## src/rtl/conv2d_read_dma.sv

```systemverilog
// Read DMA for a conv2d engine: splits one (address, length) request into
// MAX_BURST-sized memory bursts and forwards the returned beats to compute.
module conv2d_read_dma #(
   parameter int AWIDTH    = 32,
   parameter int DWIDTH    = 32,
   parameter int MAX_BURST = 256
) (
   input  logic              clk,
   input  logic              rst,
   input  logic [AWIDTH-1:0] req_read_addr,
   input  logic [31:0]       req_read_len,
   input  logic              req_read_addr_valid,
   output logic              req_read_addr_ready,
   output logic [DWIDTH-1:0] rdata,
   output logic              rdata_valid,
   input  logic              rdata_ready,
   output logic [AWIDTH-1:0] m_araddr,
   output logic [7:0]        m_arlen,
   output logic              m_arvalid,
   input  logic              m_arready,
   input  logic [DWIDTH-1:0] m_rdata,
   input  logic              m_rvalid,
   input  logic              m_rlast,
   output logic              m_rready,
   output logic              idle,
   output logic              err,
   output logic [1:0]        dbg_state
);
   localparam int BYTES = DWIDTH / 8;

   typedef enum logic [1:0] {
      IDLE = 2'd0,
      ADDR = 2'd1,
      DATA = 2'd2
   } state_t;

   state_t            state;
   logic [AWIDTH-1:0] cur_addr;
   logic [31:0]       remaining;
   logic [8:0]        burst_cnt;
   logic [8:0]        beats;

   // remaining <= MAX_BURST <= 256 in the narrow branch, so 9 bits hold it exactly.
   always_comb begin
      beats = 9'(MAX_BURST);
      if (remaining < 32'(MAX_BURST)) beats = remaining[8:0];
   end

   // Every channel transfers on the cycle where valid && ready are both high at
   // the rising edge; valid never waits on ready, and address/len stay stable
   // while valid is held.
   assign req_read_addr_ready = (state == IDLE);
   assign idle                = (state == IDLE);
   assign m_arvalid           = (state == ADDR);
   assign m_araddr            = cur_addr;
   assign m_arlen             = 8'(beats - 9'd1);
   assign rdata               = m_rdata;
   assign rdata_valid         = (state == DATA) && m_rvalid;
   assign m_rready            = (state == DATA) && rdata_ready;
   assign dbg_state           = state;

   always_ff @(posedge clk) begin
      if (rst) begin
         state     <= IDLE;
         cur_addr  <= '0;
         remaining <= '0;
         burst_cnt <= '0;
         err       <= 1'b0;
      end else begin
         case (state)
            IDLE: begin
               if (req_read_addr_valid && (req_read_len != 32'd0)) begin
                  cur_addr  <= req_read_addr;
                  remaining <= req_read_len;
                  state     <= ADDR;
               end
            end
            ADDR: begin
               // Advance the address at AR acceptance; it is only visible again in ADDR.
               if (m_arready) begin
                  burst_cnt <= beats;
                  cur_addr  <= cur_addr + AWIDTH'(beats) * AWIDTH'(BYTES);
                  state     <= DATA;
               end
            end
            DATA: begin
               if (m_rvalid && rdata_ready) begin
                  burst_cnt <= burst_cnt - 9'd1;
                  remaining <= remaining - 32'd1;
                  if (m_rlast != (burst_cnt == 9'd1)) err <= 1'b1;
                  if (burst_cnt == 9'd1) state <= (remaining == 32'd1) ? IDLE : ADDR;
               end
            end
            default: state <= IDLE;
         endcase
      end
   end
endmodule

```

## config.mk

```make
export PLATFORM = sky130hd
export DESIGN_NAME = conv2d_read_dma
export DESIGN_NICKNAME = d
export VERILOG_FILES = /design/src/rtl/conv2d_read_dma.sv
export SDC_FILE = /design/constraint.sdc
export NUM_CORES = 1
export LEC_CHECK = 0
export CAP_MARGIN = 40
export CORE_MARGIN = 2
export CORE_UTILIZATION = 47
export DETAILED_ROUTE_END_ITERATION = 8
export PLACE_DENSITY_LB_ADDON = 0.12
export SLEW_MARGIN = 40
export SYNTH_ARGS = -nofsm -noshare
export SYNTH_HDL_FRONTEND = slang
export SYNTH_SLANG_ARGS = --single-unit
```

## constraint.sdc

```tcl
create_clock -name clk -period 5.1 [get_ports clk]
set_clock_uncertainty 0.05 [all_clocks]
set_input_delay 0.51 -clock clk [delete_from_list [all_inputs] [get_ports clk]]
set_output_delay 0.51 -clock clk [all_outputs]
set_load 0.05 [all_outputs]
```

==> Word level (Yosys, flattened, before mapping) <==
Cells that the tools add are included.
{ "totals": {"reg_bits": 76, "latchBits": 0, "ram_bits": 0, "romBits": 0, "in_bits": 103, "out_inout_bits": 80, "mem_count": 0} }
{ "classes": {"add_sub_neg": 4, "n_mul": 0, "div": 0, "order_cmp": 1, "n_eq_ne": 9, "shifts": 0, "mux": 16, "bitwise_logic": 0, "reduce_logical": 14} }
{ "ops": {"columns": ["operator", "count"], "rows": [
  ["$mux 32", 4],
  ["$pmux 32 s2", 2],
  ["$add 32x11->32", 1],
  ["$eq 32x1->1 const B", 1],
  ["$lt 32x9->1 const B", 1],
  ["$reduce_bool 32->1", 1],
  ["$sub 32x1->32 const B", 1],
  ["$mux 9", 3],
  ["$pmux 9 s2", 1],
  ["$reduce_and 3->1", 4],
  ["$eq 9x1->1 const B", 1],
  ["$sub 9x1->9 const B", 1],
  ["$mux 2", 4],
  ["$ne 2x1->1 const B", 4],
  ["$sub 8x1->8 const B", 1],
  ["$pmux 2 s3", 1],
  ["$reduce_bool 2->1", 3],
  ["$logic_and 1x1->1", 4],
  ["$reduce_and 4->1", 1],
  ["$eq 2x1->1 const B", 1],
  ["$eq 2x2->1 const B", 1],
  ["$logic_not 2->1", 1],
  ["$mux 1", 1],
  ["$ne 1x1->1", 1]
]} }

==> Depth between registers and ports, before layout <==
Gate-level depths: netlist of the first run.
{ "logic_depth": {"word_depth": 5, "ltp_mapped": 15, "ltp_nobuf": 14} }

==> Least setup slack after synthesis of the first run <==
Ideal clock, no wire load.
{ "synth_path": {"path_type": "flip-flop to flip-flop", "start": "register remaining[12]", "end": "register cur_addr[27] (netlist: m_araddr[27])", "arrival_time_ns": 3.657, "slack_ns": 1.307, "stages_incl_launch_ff": 15, "synth_period_minus_slack_ns": 3.793, "cell_sequence": "dfxtp_1 or4_4 nor2_1 and3_1 clkbuf_1 nand2_1 inv_1 ha_1 a211oi_1 nor2_1 o41ai_2 a211oi_2 o31ai_1 nor2_1 a211oi_1"} }
{ "synth_via": {"elab_chain_len": 5} }
{ "synth_rtl": {"columns": ["item", "line", "text"], "rows": [
  ["start, declared", "39", "logic [31:0] remaining;"],
  ["start signal, assigned", "74", "remaining <= req_read_len;"],
  ["start signal, assigned", "89", "remaining <= remaining - 32'd1;"],
  ["$lt 32x9->1", "46", "if (remaining < 32'(MAX_BURST)) beats = remaining[8:0];"],
  ["$mux 9", "46", null],
  ["$add 32x11->32", "82", "cur_addr <= cur_addr + AWIDTH'(beats) * AWIDTH'(BYTES);"],
  ["$mux 32", "80", "if (m_arready) begin"],
  ["$pmux 32 s2", "70", "case (state)"],
  ["end signal, assigned", "73", "cur_addr <= req_read_addr;"],
  ["end signal, assigned", "82", null],
  ["end, declared", "38", "logic [AWIDTH-1:0] cur_addr;"]
]} }
No other way between the ends. The select of a mux whose other input is x is not followed.
A chain may end at the register's enable or synchronous reset.

==> Worst setup path after layout of the first run <==
{ "layout_path": {"start": "register remaining[26]", "end": "register cur_addr[13] (netlist: m_araddr[13])"} }
The elaborated chain is that of the path after synthesis.

==> results of run 1 <==
-- power groups by stage --
stage	clock [µW]	sequential, µW	combinational, µW
after CTS	609	714	607
final	600	717	611
after detailed placement	0	726	604
after global routing	633	724	665
after global placement	0	724	596
after floorplan	0	798	386
-- per-stage QoR --
step,utilization (%),instances
3_5_place_dp,56.8,932
3_3_place_gp,56.7,932
6_report,59.2,947
2_1_floorplan,-,738
5_1_grt,59.2,947
4_1_cts,59.2,947
-- path summary, 6_finish.rpt --
kind | slack (ns) | startpoint | endpoint
worst max-delay path | 0.48 | remaining[26] | m_araddr[13]
worst min-delay path | 0.41 | m_araddr[0] | m_araddr[0]
worst max register to register | 0.48 | remaining[26] | m_araddr[13]
worst min register to register | 0.41 | m_araddr[0] | m_araddr[0]
-- critical path, cell delays in order, from the launching register on --
cell and delay, ns:
sky130_fd_sc_hd__dfxtp_1 0.37, sky130_fd_sc_hd__nor4_1 0.47, sky130_fd_sc_hd__and4_1 0.42, sky130_fd_sc_hd__and3_1 0.47
sky130_fd_sc_hd__nand2_1 0.20, sky130_fd_sc_hd__inv_1 0.09, sky130_fd_sc_hd__ha_1 0.28, sky130_fd_sc_hd__o21ai_0 0.30
sky130_fd_sc_hd__nor2_1 0.14, sky130_fd_sc_hd__o41ai_2 0.49, sky130_fd_sc_hd__a211oi_2 0.16, sky130_fd_sc_hd__nor3_1 0.67
sky130_fd_sc_hd__a21oi_1 0.16, sky130_fd_sc_hd__o221a_1 0.25
-- synthesized netlist by cell type, types with 5 or more instances --
| master | n | area [µm²] |
|---|---|---|
| sky130_fd_sc_hd__a211oi_1 | 24 | 180 |
| sky130_fd_sc_hd__a21oi_1 | 48 | 240 |
| sky130_fd_sc_hd__a22oi_1 | 13 | 97.6 |
| sky130_fd_sc_hd__a311oi_1 | 7 | 61.3 |
| sky130_fd_sc_hd__a31oi_1 | 7 | 43.8 |
| sky130_fd_sc_hd__and2_1 | 7 | 43.8 |
| sky130_fd_sc_hd__and3_1 | 8 | 50.1 |
| sky130_fd_sc_hd__buf_4 | 33 | 248 |
| sky130_fd_sc_hd__clkbuf_1 | 43 | 161 |
| sky130_fd_sc_hd__dfxtp_1 | 76 | 1520 |
| sky130_fd_sc_hd__ha_1 | 13 | 163 |
| sky130_fd_sc_hd__inv_1 | 21 | 78.8 |
| sky130_fd_sc_hd__nand2_1 | 89 | 334 |
| sky130_fd_sc_hd__nand3_1 | 20 | 100 |
| sky130_fd_sc_hd__nand4_1 | 12 | 75.1 |
| sky130_fd_sc_hd__nor2_1 | 88 | 330 |
| sky130_fd_sc_hd__nor3_1 | 27 | 135 |
| sky130_fd_sc_hd__nor4_1 | 19 | 119 |
| sky130_fd_sc_hd__o21ai_0 | 56 | 280 |
| sky130_fd_sc_hd__o22ai_1 | 8 | 50.1 |
| sky130_fd_sc_hd__o311a_1 | 6 | 60.1 |
| sky130_fd_sc_hd__o31ai_1 | 9 | 67.6 |
| sky130_fd_sc_hd__o32ai_1 | 5 | 43.8 |
| sky130_fd_sc_hd__or3_1 | 5 | 31.3 |
| sky130_fd_sc_hd__xnor2_1 | 12 | 105 |
-- cell families after synthesis --
family / synth area share [%]
AO/OA/AOI/OAI: 29.1
adder cells (fa/ha/maj): 3.96
buffers and inverters: 9.30
AND/OR/NAND/NOR: 27.2
XOR/XNOR: 1.95
multiplexers: 0.371
flip-flops: 28.2
-- sequential cells by signal (all words and copies together) (netlist names) --
name       count
dbg_state      2
m_araddr      32
err            1
burst_cnt      9
remaining     32
-- layout make-up --
class	count	area share, %
multi-input combinational	562	50.6
sequential	76	22.7
timing repair buffer	129	18.8
clock buffer	13	3.88
tap	143	2.67
inverter	22	1.23
clock inverter	2	0.149
-- routing by layer --
metal,GRT usage [%],vias to the layer above,part of all wire [%]
li1,-,2835,-
met1,35.5,2764,44
met2,42.9,254,46
met3,5.52,44,7.7
met4,10.7,0,2.4
met5,0,-,0
==> summary.md, run 1 <==
For this run, asynchronously set or reset flops after synthesis account for 0%. The required arrival time at the worst endpoint was 5.28 ns; the largest fanout of any net on the critical path was 12. The maximum ir drop on the vdd rail was 0.159 mV; the level count of the clock H-tree was 3. The HPWL after detailed placement is 12.0 mm.

The synthesized area is 5400 µm². The class of the tightest hold or removal check is flip-flop to flip-flop. The top cell types in the final layout, fill and taps aside, are 117 x sky130_fd_sc_hd__clkdlybuf4s50_1, 89 x sky130_fd_sc_hd__nand2_1, 88 x sky130_fd_sc_hd__nor2_1. The tools report the number of buffers inserted during clock tree synthesis as 9. The initial utilization of the core area, before any placement, comes to 47.7%. No sink is reached through more buffers than the 2 on the longest clock path. For the net count after synthesis, the log shows 855.

On the final layout, the worst hold slack is 0.410 ns. For the worst setup path, the data arrival time is 4.80 ns. The switching part of the total power was 35.8%; the last weighted congestion value of the routability-driven placer was 0.879. Wires add up to 16.8 mm. Summing all non-filler instances in the final layout gives an area of 6700 µm². The tools report the standby leakage power as 0.00242 µW.

For the worst-skew pair, the clock arrives at the later sink with an insertion delay of 0.34 ns. The run gives 69 as the maximum number of pins on one net before global-route repair. The worst setup path is launched from a flip-flop. Max-cap violations in this run came to 0.

The tools report the sequential power share as 37.2%. The floorplan step set the die height to 111 µm. Setup repair after global routing left no endpoint under its margin. The worst setup path is of the flip-flop to flip-flop kind. Setup violations remaining at the end of the flow were counted as 0.

The number of warnings printed during yosys synthesis was 0. Part of the power in combinational logic: 31.7%. Commonest non-fill, non-tap cell in the layout: sky130_fd_sc_hd__clkdlybuf4s50_1. Timing would allow up to 216 MHz.

The region available for standard cell placement spans 11300 µm². Counting instances, the worst hold path has a depth of 2. The post-cts gate resize count came out at 0. After synthesis, the netlist uses 72 different library cells.

In the synthesized netlist the dominant register cell turns out to be sky130_fd_sc_hd__dfxtp_1. The post-synthesis cell count is 738, and the global-route wire length before repair is 27.8 mm. Synthesis inferred 76 register bits. The cell area power density was 288 nW/µm².

The floorplan step set the die width to 111 µm. The clock drives 76 sinks. The tools report the layout filler cell count as 1049.

The analysis attributes to net switching a power of 690 µW. The tools report the post-place instance area as 6430 µm². The area enclosed by the die boundary came out at 12400 µm².

The internal power of the cells totals 1240 µW. The number of buffers inserted by port buffering is 118, and the worst-case reg-to-reg path depth is 13. The worst path in the final design needs a cycle of 4.62 ns, including I/O delays and setup. Sequential elements use 28.2% of the synthesized area. The total count of max-transition violations in the final report is 0, and the antenna diode instance count is 0. Final hold violation count: 0. The run finished with clean final reports. The average detailed-routed wire length per instance is 17.8 µm, and the via count of the first global-routing pass is 5688. The type of element capturing the critical path is a flip-flop. Measured against its own limit, the worst slew margin works out to 47.1%. The clock share of power came out at 31.1%.

The design draws 1930 µW. The synthesized area divided by synthesized cell count works out to 7.31 µm². In the final layout, the share of cells above drive strength 1 is 5.97%. Summing all flip-flop and latch instances after layout gives 1520 µm².

Across all setup checks in the final design, the least slack found is 0.476 ns. The run gives 0 as the post-route antenna net violation count. After global routing the overflow that remains totals 0.

For the pin with the worst max-slew slack, the measured transition is 0.793 ns. Global routing used 26.8% of the available tracks. The total negative slack was 0 ns. At the placement stage, the worst setup path has a slack of 0.625 ns. The ratio of routed vias to standard cells is 6.23. The residual DRC count was 0. 183 I/O pins were placed.

Area used by multi-input combinational logic: 3390 µm². The tools report the detailed-router iteration count before antenna repair as 5. The initial antenna violation count is 0, and the layout overhead on the synthesized area is 24.2%. For the post-CTS setup-driven buffer insertion count, the log shows 0. Row generation in the floorplan step produced 39 rows. Of the available clock period, the critical path in the final layout requires 90.7%.

The run gives 917 as the number of nets in the final layout. In this run, synthesis inferred 0 flip-flops with an integrated enable. TritonCTS built the clock tree. The detailed router finished its first iteration with 443 violations. CTS placed an instance of sky130_fd_sc_hd__clkbuf_16 at the clock tree root.

Clock transition at the registers of the reported paths: 0.06 ns. For the number of hold buffers added after cts, the log shows 0. The routed layout has 5897 vias.
Power figures use the tool's default switching activity.
==> run 2, diff against run 1 <==
--- a/config.mk
+++ b/config.mk
@@ -7,7 +7,8 @@
 export LEC_CHECK = 0
 export CAP_MARGIN = 40
 export CORE_MARGIN = 2
-export CORE_UTILIZATION = 47
+export CORE_UTILIZATION = 40
+export CTS_BUF_LIST = sky130_fd_sc_hd__clkbuf_2
 export DETAILED_ROUTE_END_ITERATION = 8
 export PLACE_DENSITY_LB_ADDON = 0.12
 export SLEW_MARGIN = 40
==> run 2 against run 1 <==
Against the previous run:
- core utilization fell by 8.9 points
- worst hold slack lost 0.016 ns
- die area is 17% higher
- sequential cell count unchanged
- register-to-register slack better by 0.05 ns
- global-route usage is 3.0 points lower
- cell area decreased by 1.0%
- setup slack worse by 0.091 ns
- non-clock buffer count unchanged
- combinational power is essentially flat
- sequential power barely moved
- sequential share of layout area grew 0.24 points
==> summary.md, run 2 (synthesized netlist as in run 1, its figures left out) <==
In this run the most used layer during global routing was met2. The area used by multi-input combinational logic is 3390 µm² (about the same). The fraction of layout cells with a size suffix above 1 is 6.21% (+0.24 points). Wire length after detailed routing: 17.3 mm (+3.0%). The layout filler cell count was 1284 (+22%); the half-perimeter wire length of the detailed placement result was 12.2 mm (+2.0%). The die span in x is 120 µm (+8.1%). The normalized max-slew margin is 44.3% (-2.8 points). The average detailed-routed wire length per instance works out to 17.7 µm (-0.53%). The via count of the first global-routing pass is 5489 (-3.5%). Detailed-router iteration count before antenna repair: 5 (unchanged). STA classifies the critical path startpoint as a flip-flop. For the maximum number of pins on one net before global-route repair, the log shows 68 (-1.4%).

The tools report the reg-to-reg startpoint as remaining[22]. The global-route wire length before repair was 27.8 mm (about the same). The worst setup path is captured at a primary output. The tools report the initial antenna violation count as 0 (unchanged). The tools report the maximum ir drop on the vdd rail as 0.172 mV (+8.2%).

The met1 usage in global routing came out at 31.1% (-4.4 points). The tools report the total negative slack as 0 ns (unchanged). Critical register-to-register path endpoint: m_araddr[13].

The reported net switching power is 686 µW (-0.60%). The tools report the required arrival time at the worst endpoint as 4.54 ns (-0.74 ns). The critical path goes through nor4_1 > and4_1 > and3_1 > inv_1 > nor2_1 > inv_1 > ha_1 > nand3_1 > or3_1 > xnor2_1 > clkdlybuf4s50_1. The footprint of the flip-flops and latches is 1520 µm² (unchanged), and the residual DRC count is 0 (unchanged).

The largest fanout of any net on the critical path was 12 (unchanged). Worst endpoint data arrival time: 4.15 ns (-0.65 ns). The part of the power in combinational logic is 34.4% (+2.7 points), and the area enclosed by the die boundary is 14400 µm² (+17%). The overall routing resource usage is 23.9% (-3.0 points), and the logic depth of the worst path, buffers included is 11 (-2). The cell area power density works out to 269 nW/µm² (-6.6%). The level count of the clock H-tree is 3 (unchanged), and the sequential power share is 40.3% (+3.1 points). The run gives 0.00237 µW (-2.0%) as the standby leakage power. The switching part of the total power is 38.5% (+2.7 points). By instance count, the cell type seen most on the critical path is sky130_fd_sc_hd__inv_1.

The I/O pin total is 183 (unchanged), and the number of nets in the final layout is 917 (unchanged). The flow ran to the end, and the final reports show no timing, DRC or antenna violations. The logs give 76 (unchanged) for the total clock sinks and 0 (unchanged) for the post-route antenna net violation count. Termination of the worst setup path: m_arlen[6]. The run gives 0 (unchanged) as the final hold violation count. Relative to the synthesized area, the layout overhead comes to 22.9%.

The worst-case reg-to-reg path depth came out at 13 (unchanged). The type of the setup path with the least slack is flip-flop to primary output. The post-CTS setup-driven buffer insertion count is 0 (unchanged), and the post-place instance area is 6470 µm² (+0.66%). The commonest non-fill, non-tap cell in the layout was sky130_fd_sc_hd__clkdlybuf4s50_1.

The run gives 0.59 ns (+0.25 ns) as the clock latency of the later-clocked register in the worst-skew pair. Met3 usage in global routing: 6.18% (+0.66 points). The tools report the minimum setup slack among reg-to-reg paths as 0.53 ns (+0.05 ns). The maximum clock frequency came out at 212 MHz (-1.9%). The delay of the slowest cell on the worst path works out to 0.82 ns (+0.15 ns).

The tightest min-delay check is of the primary input to flip-flop type. For the last weighted congestion value of the routability-driven placer, the log shows 0.913 (+3.9%). Overall via count from detail_route: 5838 (-1.0%). The tools report the number of rows in the core area as 42 (+7.7%). The clock transition at the registers of the reported paths works out to 0.24 ns (+0.18 ns). The number of buffers inserted by port buffering was 118 (unchanged); the antenna diode instance count was 0 (unchanged).

The total grt overflow was 0 (unchanged); the total count of max-transition violations in the final report was 0 (unchanged). The tools report the met2 routing resource usage after global routing as 38.5% (-4.4 points). The core box area was 13200 µm² (+17%).

The max-capacitance violation count was 0 (unchanged); the ratio of routed vias to standard cells was 5.95 (-4.4%). Maximum count of clock buffers along a single path: 2 (unchanged). Starting density of the core: 40.9% (-6.8 points). The slowest stage of the critical path is the sky130_fd_sc_hd__clkdlybuf4s50_1 cell.

The tools report the detailed router's first-iteration violation count as 502 (+13%). Family with the most delay on the worst path: simple AND/OR/NAND/NOR gates. The number of setup violations in the final report came out at 0 (unchanged). Setup repair after global routing left no endpoint under its margin. The die extent in y is 120 µm (+8.1%).

Number of buffers and inverters on the critical path: 3 (+2). The actual slew at the worst max-slew pin came out at 0.836 ns (+0.0422 ns). The number of buffers inserted during clock tree synthesis came out at 9 (unchanged). Tracing the worst setup path back leads to its startpoint at remaining[22]. The run gives 6630 µm² (-1.0%) as the post-layout instance area. The post-cts gate resize count came out at 0 (unchanged). The logs give 0 (unchanged) for the number of hold buffers added after cts and 25.3% (-5.8 points) for the clock share of power. The internal power consumption is 1100 µW (-12%). TritonCTS built the clock tree. The tools report the clock root buffer master as sky130_fd_sc_hd__clkbuf_2. The top cell types in the final layout, fill and taps aside, are 117 x sky130_fd_sc_hd__clkdlybuf4s50_1, 88 x sky130_fd_sc_hd__nand2_1, 87 x sky130_fd_sc_hd__nor2_1. The post-route fraction of the period consumed by the critical path is 92.4% (+1.8 points), and the final period demand of the worst path is 4.71 ns (+0.0909 ns).
run 2: cell count changes in the layout (fill, tap and decap cells not counted), moves of 2 or more:
cell / before / now
sky130_fd_sc_hd__clkbuf_16: 9 / 0
sky130_fd_sc_hd__clkbuf_2: 0 / 9
sky130_fd_sc_hd__bufinv_16: 0 / 3
sky130_fd_sc_hd__clkbuf_1: 2 / 0
sky130_fd_sc_hd__clkbuf_8: 2 / 0
sky130_fd_sc_hd__clkinvlp_4: 0 / 2
sky130_fd_sc_hd__nand2b_1: 2 / 4
sky130_fd_sc_hd__nand2b_2: 2 / 0
run 2: worst reg2reg max path, cell delays in order (launching register included):
cell and delay (ns):
sky130_fd_sc_hd__dfxtp_1 0.40, sky130_fd_sc_hd__nor4_1 0.45, sky130_fd_sc_hd__and4_1 0.41, sky130_fd_sc_hd__and3_1 0.48, sky130_fd_sc_hd__nand2_1 0.14, sky130_fd_sc_hd__inv_1 0.14
sky130_fd_sc_hd__ha_1 0.26, sky130_fd_sc_hd__a211oi_1 0.32, sky130_fd_sc_hd__nor2_1 0.15, sky130_fd_sc_hd__o41ai_2 0.46, sky130_fd_sc_hd__a211oi_2 0.16, sky130_fd_sc_hd__nor3_1 0.67
sky130_fd_sc_hd__a21oi_1 0.16, sky130_fd_sc_hd__o221a_1 0.25
run 2: metrics by stage:
| step | setup slack (ns) | instances | hold slack [ns] | power (µW) | utilization (%) |
|---|---|---|---|---|---|
| after global routing | 0.0273 | 981 | 0.371 | 1870 | 50.3 |
| after detailed placement | 0.606 | 965 | 0.411 | 1340 | 49.1 |
| after CTS | 0.346 | 981 | 0.364 | 1790 | 50.3 |
| after floorplan | 1.31 | 738 | 0.407 | 1180 | - |
| final | 0.386 | 981 | 0.394 | 1780 | 50.3 |
| after global placement | 0.821 | 965 | 0.396 | 1330 | 49.0 |
run 2: layer usage:
layer | part of all wire (%) | vias to the layer above
met1 | 45 | 2778
met5 | 0 | -
met2 | 47 | 201
met3 | 6.8 | 36
met4 | 1.5 | 0
li1 | - | 2823
run 2: power groups by stage:
stage,Sequential [µW],Combinational (µW),Clock [µW]
2_1_floorplan,798,386,0
3_3_place_gp,726,603,0
3_5_place_dp,727,610,0
4_1_cts,716,613,459
5_1_grt,725,665,481
6_report,718,613,450
run 2: layout make-up:
type	instances	area share, %
tap	176	3.32
inverter	22	1.24
clock buffer	9	0.679
multi-input combinational	562	51.1
clock inverter	7	1.74
timing repair buffer	129	19.0
sequential	76	22.9
run 2: worst min-delay path by stage:
stage                        startpoint       endpoint  slack [ns]  cells past startpoint
after CTS                           rst  remaining[20]        0.36                      3
after global placement      m_araddr[1]    m_araddr[1]        0.40                      2
after global routing                rst  remaining[20]        0.37                      3
after detailed placement            err            err        0.41                      2
after floorplan           remaining[21]  remaining[21]        0.41                      2
final                               rst  remaining[20]        0.39                      3
==> patch 1 (config.mk and constraints of run 1) <==
Put one more register stage on the output `err`, with the module's reset. The value now appears one clock later. The other outputs are not delayed to match.
--- a/src/rtl/conv2d_read_dma.sv
+++ b/src/rtl/conv2d_read_dma.sv
@@ -34,6 +34,8 @@
       DATA = 2'd2
    } state_t;
 
+   logic err_s0;
+
    state_t            state;
    logic [AWIDTH-1:0] cur_addr;
    logic [31:0]       remaining;
@@ -65,7 +67,7 @@
          cur_addr  <= '0;
          remaining <= '0;
          burst_cnt <= '0;
-         err       <= 1'b0;
+         err_s0    <= 1'b0;
       end else begin
          case (state)
             IDLE: begin
@@ -87,7 +89,7 @@
                if (m_rvalid && rdata_ready) begin
                   burst_cnt <= burst_cnt - 9'd1;
                   remaining <= remaining - 32'd1;
-                  if (m_rlast != (burst_cnt == 9'd1)) err <= 1'b1;
+                  if (m_rlast != (burst_cnt == 9'd1)) err_s0 <= 1'b1;
                   if (burst_cnt == 9'd1) state <= (remaining == 32'd1) ? IDLE : ADDR;
                end
             end
@@ -95,5 +97,13 @@
          endcase
       end
    end
+   always_ff @(posedge clk) begin
+      if (rst) begin
+         err <= '0;
+      end else begin
+         err <= err_s0;
+      end
+   end
+
 endmodule
 
Function: changed (Yosys sat finds a counterexample within 4 cycles, from zero or initial values and one cycle with rst high).
==> patch 1 against run 1 <==
Sequential cell count rose by 1. Via count fell by 1.5%. Combinational power decreased by 5.6%. Power increased by 6.7%. Routed wire length shrank 0.67%. Sequential share of layout area rose by 0.50 points. Synthesized cell count decreased by 2.2%. Synthesized area shrank 1.8%. Clock power increased by 27%. Hold slack improved by 0.0040 ns. Worst setup slack better by 0.10 ns. Design area is 0.86% lower. Critical path type is now register to output pin. Largest cell class unchanged. Largest power group is now clock.
==> patch 1: results (changes against run 1) <==
[drt]
drt_iter0_markers=512  ; +16%
dr.pass1.iters=8  ; +3
met2_length_mm=7.35  ; -4.3%
routed_wl_mm=16.7  ; -0.67%
via_per_inst=6.29  ; +0.98%

[pwr]
seqPwrFrac_pct=34.9  ; -2.3 points
switching_share_pct=33.6  ; -2.2 points
vdd_drop_max_mv=0.198  ; +24%

[sta]
fin_ws_ns=0.577  ; +0.100 ns
max_slew_margin_pct=45.9  ; -1.2 points

[synth]
synthesis.nets=839  ; -1.9%
synthMuxAreaShare_pct=0.756  ; +0.38 points
synthTopCellsByCount=nand2_1 (82), nor2_1 (82), dfxtp_1 (77)
synth.distinct_cells=66  ; -8.3%
syn_avg_cell_area_sq_um=7.34  ; +0.37%

[critical_path]
ff2ff_setup_slack_ns=0.69  ; +0.21 ns
crit_end=m_arlen[6]

[status]
status=finished clean

[final_layout]
n_clock_buffer=10  ; -3
n_all_buffers=126  ; -2.3%
fin_area_sq_um=6650  ; -0.86%
drive_above_1_share_pct=5.48  ; -0.49 points

[placement]
dpl.hpwl_mm=11.8  ; -1.4%
dp.cells=908  ; -2.6%
dp_slack_ns=0.761  ; +0.136 ns

[patch 1: cell count changes in the layout (fill, tap and decap cells not counted), sizes merged, moves of 5 or more]
| cell | change |
|---|---|
| a31oi | -6 |
| and3 | +8 |
| nand2 | -9 |
| nand3 | -5 |
| nor2 | -7 |
| nor3 | -7 |
[patch 1: worst min path at each step]
stage	start	end	slack (ns)	cells after the start
after global placement	m_araddr[1]$_SDFFE_PP0P_	m_araddr[1]$_SDFFE_PP0P_	0.40	2
after detailed placement	err_s0$_SDFFE_PP0P_	err_s0$_SDFFE_PP0P_	0.40	2
final	m_araddr[0]$_SDFFE_PP0P_	m_araddr[0]$_SDFFE_PP0P_	0.41	2
after global routing	m_araddr[1]$_SDFFE_PP0P_	m_araddr[1]$_SDFFE_PP0P_	0.42	2
after floorplan	err_s0$_SDFFE_PP0P_	err_s0$_SDFFE_PP0P_	0.38	2
after CTS	m_araddr[1]$_SDFFE_PP0P_	m_araddr[1]$_SDFFE_PP0P_	0.41	2
==> patch 2 (config.mk and constraints of run 1) <==
Made on the original files. Set the parameter `DWIDTH` to 64 (it was 32).
--- a/src/rtl/conv2d_read_dma.sv
+++ b/src/rtl/conv2d_read_dma.sv
@@ -2,7 +2,7 @@
 // MAX_BURST-sized memory bursts and forwards the returned beats to compute.
 module conv2d_read_dma #(
    parameter int AWIDTH    = 32,
-   parameter int DWIDTH    = 32,
+   parameter int DWIDTH    = 64,
    parameter int MAX_BURST = 256
 ) (
    input  logic              clk,
Ports: changed (resized m_rdata and rdata); port bits go from 183 to 247. The function was not compared with the original's and may differ.
==> patch 2 against run 1 <==
Worst setup slack improved by 0.21 ns. Routed wire length grew 2.2%. Synthesized area is 2.4% higher. Design area is 1.2% lower. Power is 8.1% higher. Synthesized cell count up 4.2%. Sequential cell count is the same. Count of clock-buffer cells in the layout down 3. Largest power group unchanged.
==> patch 2: results (changes against run 1) <==
[final_layout]
n_clock_buffer=10  ; -3
seq_area_sq_um=1520  ; unchanged
drive_above_1_share_pct=5.35  ; -0.62 points
multi_input_area_sq_um=3300  ; -2.8%
clock_cell_area_share_pct=4.63  ; +0.60 points
inv_count=19  ; -14%
fin_cells=946  ; -0.11%
multi_input_cells=565  ; +0.53%
fill_cells=1049  ; unchanged
n_antenna_cell=0  ; unchanged
n_all_buffers=128  ; -0.78%
buf_share_pct=18.9  ; +0.076 points

[clock_tree]
clock_path_buffers=2  ; unchanged
cts_root_buf=clkbuf_16
postCtsSetupRepairBufs=0  ; unchanged
cts_resized=0  ; unchanged

[global_routing]
grt_pass1_vias=5553  ; -2.4%
grt_pass1_wl_mm=27.9  ; +0.37%
antenna_found_initial=0  ; unchanged
grt.total_usage_pct=26.8  ; -0.038 points
grt_max_degree=68  ; -1.4%

[synth]
synthTopCellsByCount=nor2_1 (99), dfxtp_1 (76), nand2_1 (76)
yosys_warnings=0  ; unchanged
synth_area_leaders=dfxtp_1 (28%), buf_4 (8.8%), nor2_1 (6.7%), a21oi_1 (5.6%), o21ai_0 (5.2%)
netlist_instances=769  ; +4.2%
yosysSeqAreaShare_pct=27.5  ; -0.67 points
synth.distinct_cells=66  ; -8.3%
ys_ff_latch=76  ; unchanged
synthArstFlopShare_pct=0  ; unchanged
synthesis.nets=918  ; +7.4%

[critical_path]
cp_max_fo=10  ; -2
critPathMaxStageDelay_ns=0.80  ; +0.13 ns
slowest_stage=clkdlybuf4s50_1
crit_family=simple AND/OR/NAND/NOR gates
rr_worst_depth=16  ; +3

[placement]
dp.cells=930  ; -0.21%
globalplace.congestion=0.913  ; +3.9%
dpl.hpwl_mm=12.0  ; +0.31%
io_buffers=118  ; unchanged

[min_path]
hp-class=register to register
hold_depth=2  ; unchanged

[drt]
dr.pass1.iters=5  ; unchanged
vias=5776  ; -2.1%
wl_per_cell_um=18.2  ; +2.3%
drt_iter0_markers=496  ; +12%

[pwr]
p_leak_nw=2.43  ; +0.33%
vdd_drop_max_mv=0.172  ; +8.1%

[sta]
max_slew_margin_pct=48.7  ; +1.6 points

[status]
status=finished clean

## patch 2: through the flow
stage / hold slack, ns / setup WS (ns) / power [mW] / cell area (sq um)
6_report: 0.406 / 0.687 / 2.08 / 6620
4_1_cts: 0.411 / 0.728 / 2.09 / 6620
5_1_grt: 0.437 / 0.385 / 2.19 / 6620
3_3_place_gp: 0.394 / 1.03 / 1.40 / 6300
2_1_floorplan: 0.402 / 1.12 / 1.31 / 5530
3_5_place_dp: 0.402 / 0.840 / 1.41 / 6310
## patch 2: power by group
| part | switching, mW | internal (mW) |
|---|---|---|
| Sequential | 0.0743 | 0.654 |
| Clock | 0.249 | 0.424 |
| Combinational | 0.429 | 0.254 |
## patch 2: cell families after synthesis
group	synth area share, %
AND/OR/NAND/NOR	26.8
flip-flops	27.5
multiplexers	0.543
AO/OA/AOI/OAI	27.0
buffers and inverters	13.2
XOR/XNOR	1.27
adder cells (fa/ha/maj)	3.69
## patch 2: worst paths after layout
kind	startpoint	end	slack [ns]
setup / recovery	remaining[24]$_SDFFE_PP0P_	m_arlen[6]	0.69
setup reg to reg	remaining[24]$_SDFFE_PP0P_	m_araddr[29]$_SDFFE_PP0P_	0.74
hold reg to reg	m_araddr[0]$_SDFFE_PP0P_	m_araddr[0]$_SDFFE_PP0P_	0.41
hold / removal	m_araddr[0]$_SDFFE_PP0P_	m_araddr[0]$_SDFFE_PP0P_	0.41
## patch 2: tightest hold or removal path: cells and delay by family, from the launching register on
| kind | cells | cell delay [ns] |
|---|---|---|
| DFF | 1 | 0.31 |
| and+or+nand+nor | 1 | 0.05 |
| AOI/OAI and AO/OA | 1 | 0.05 |
## patch 2: metal layers
metal	up-vias	track usage [%]	wire [um]
met2	273	43.7	8130
met5	-	0	0
li1	2805	-	-
met1	2654	34.1	7350
met4	0	13.1	498
met3	44	5.02	1220
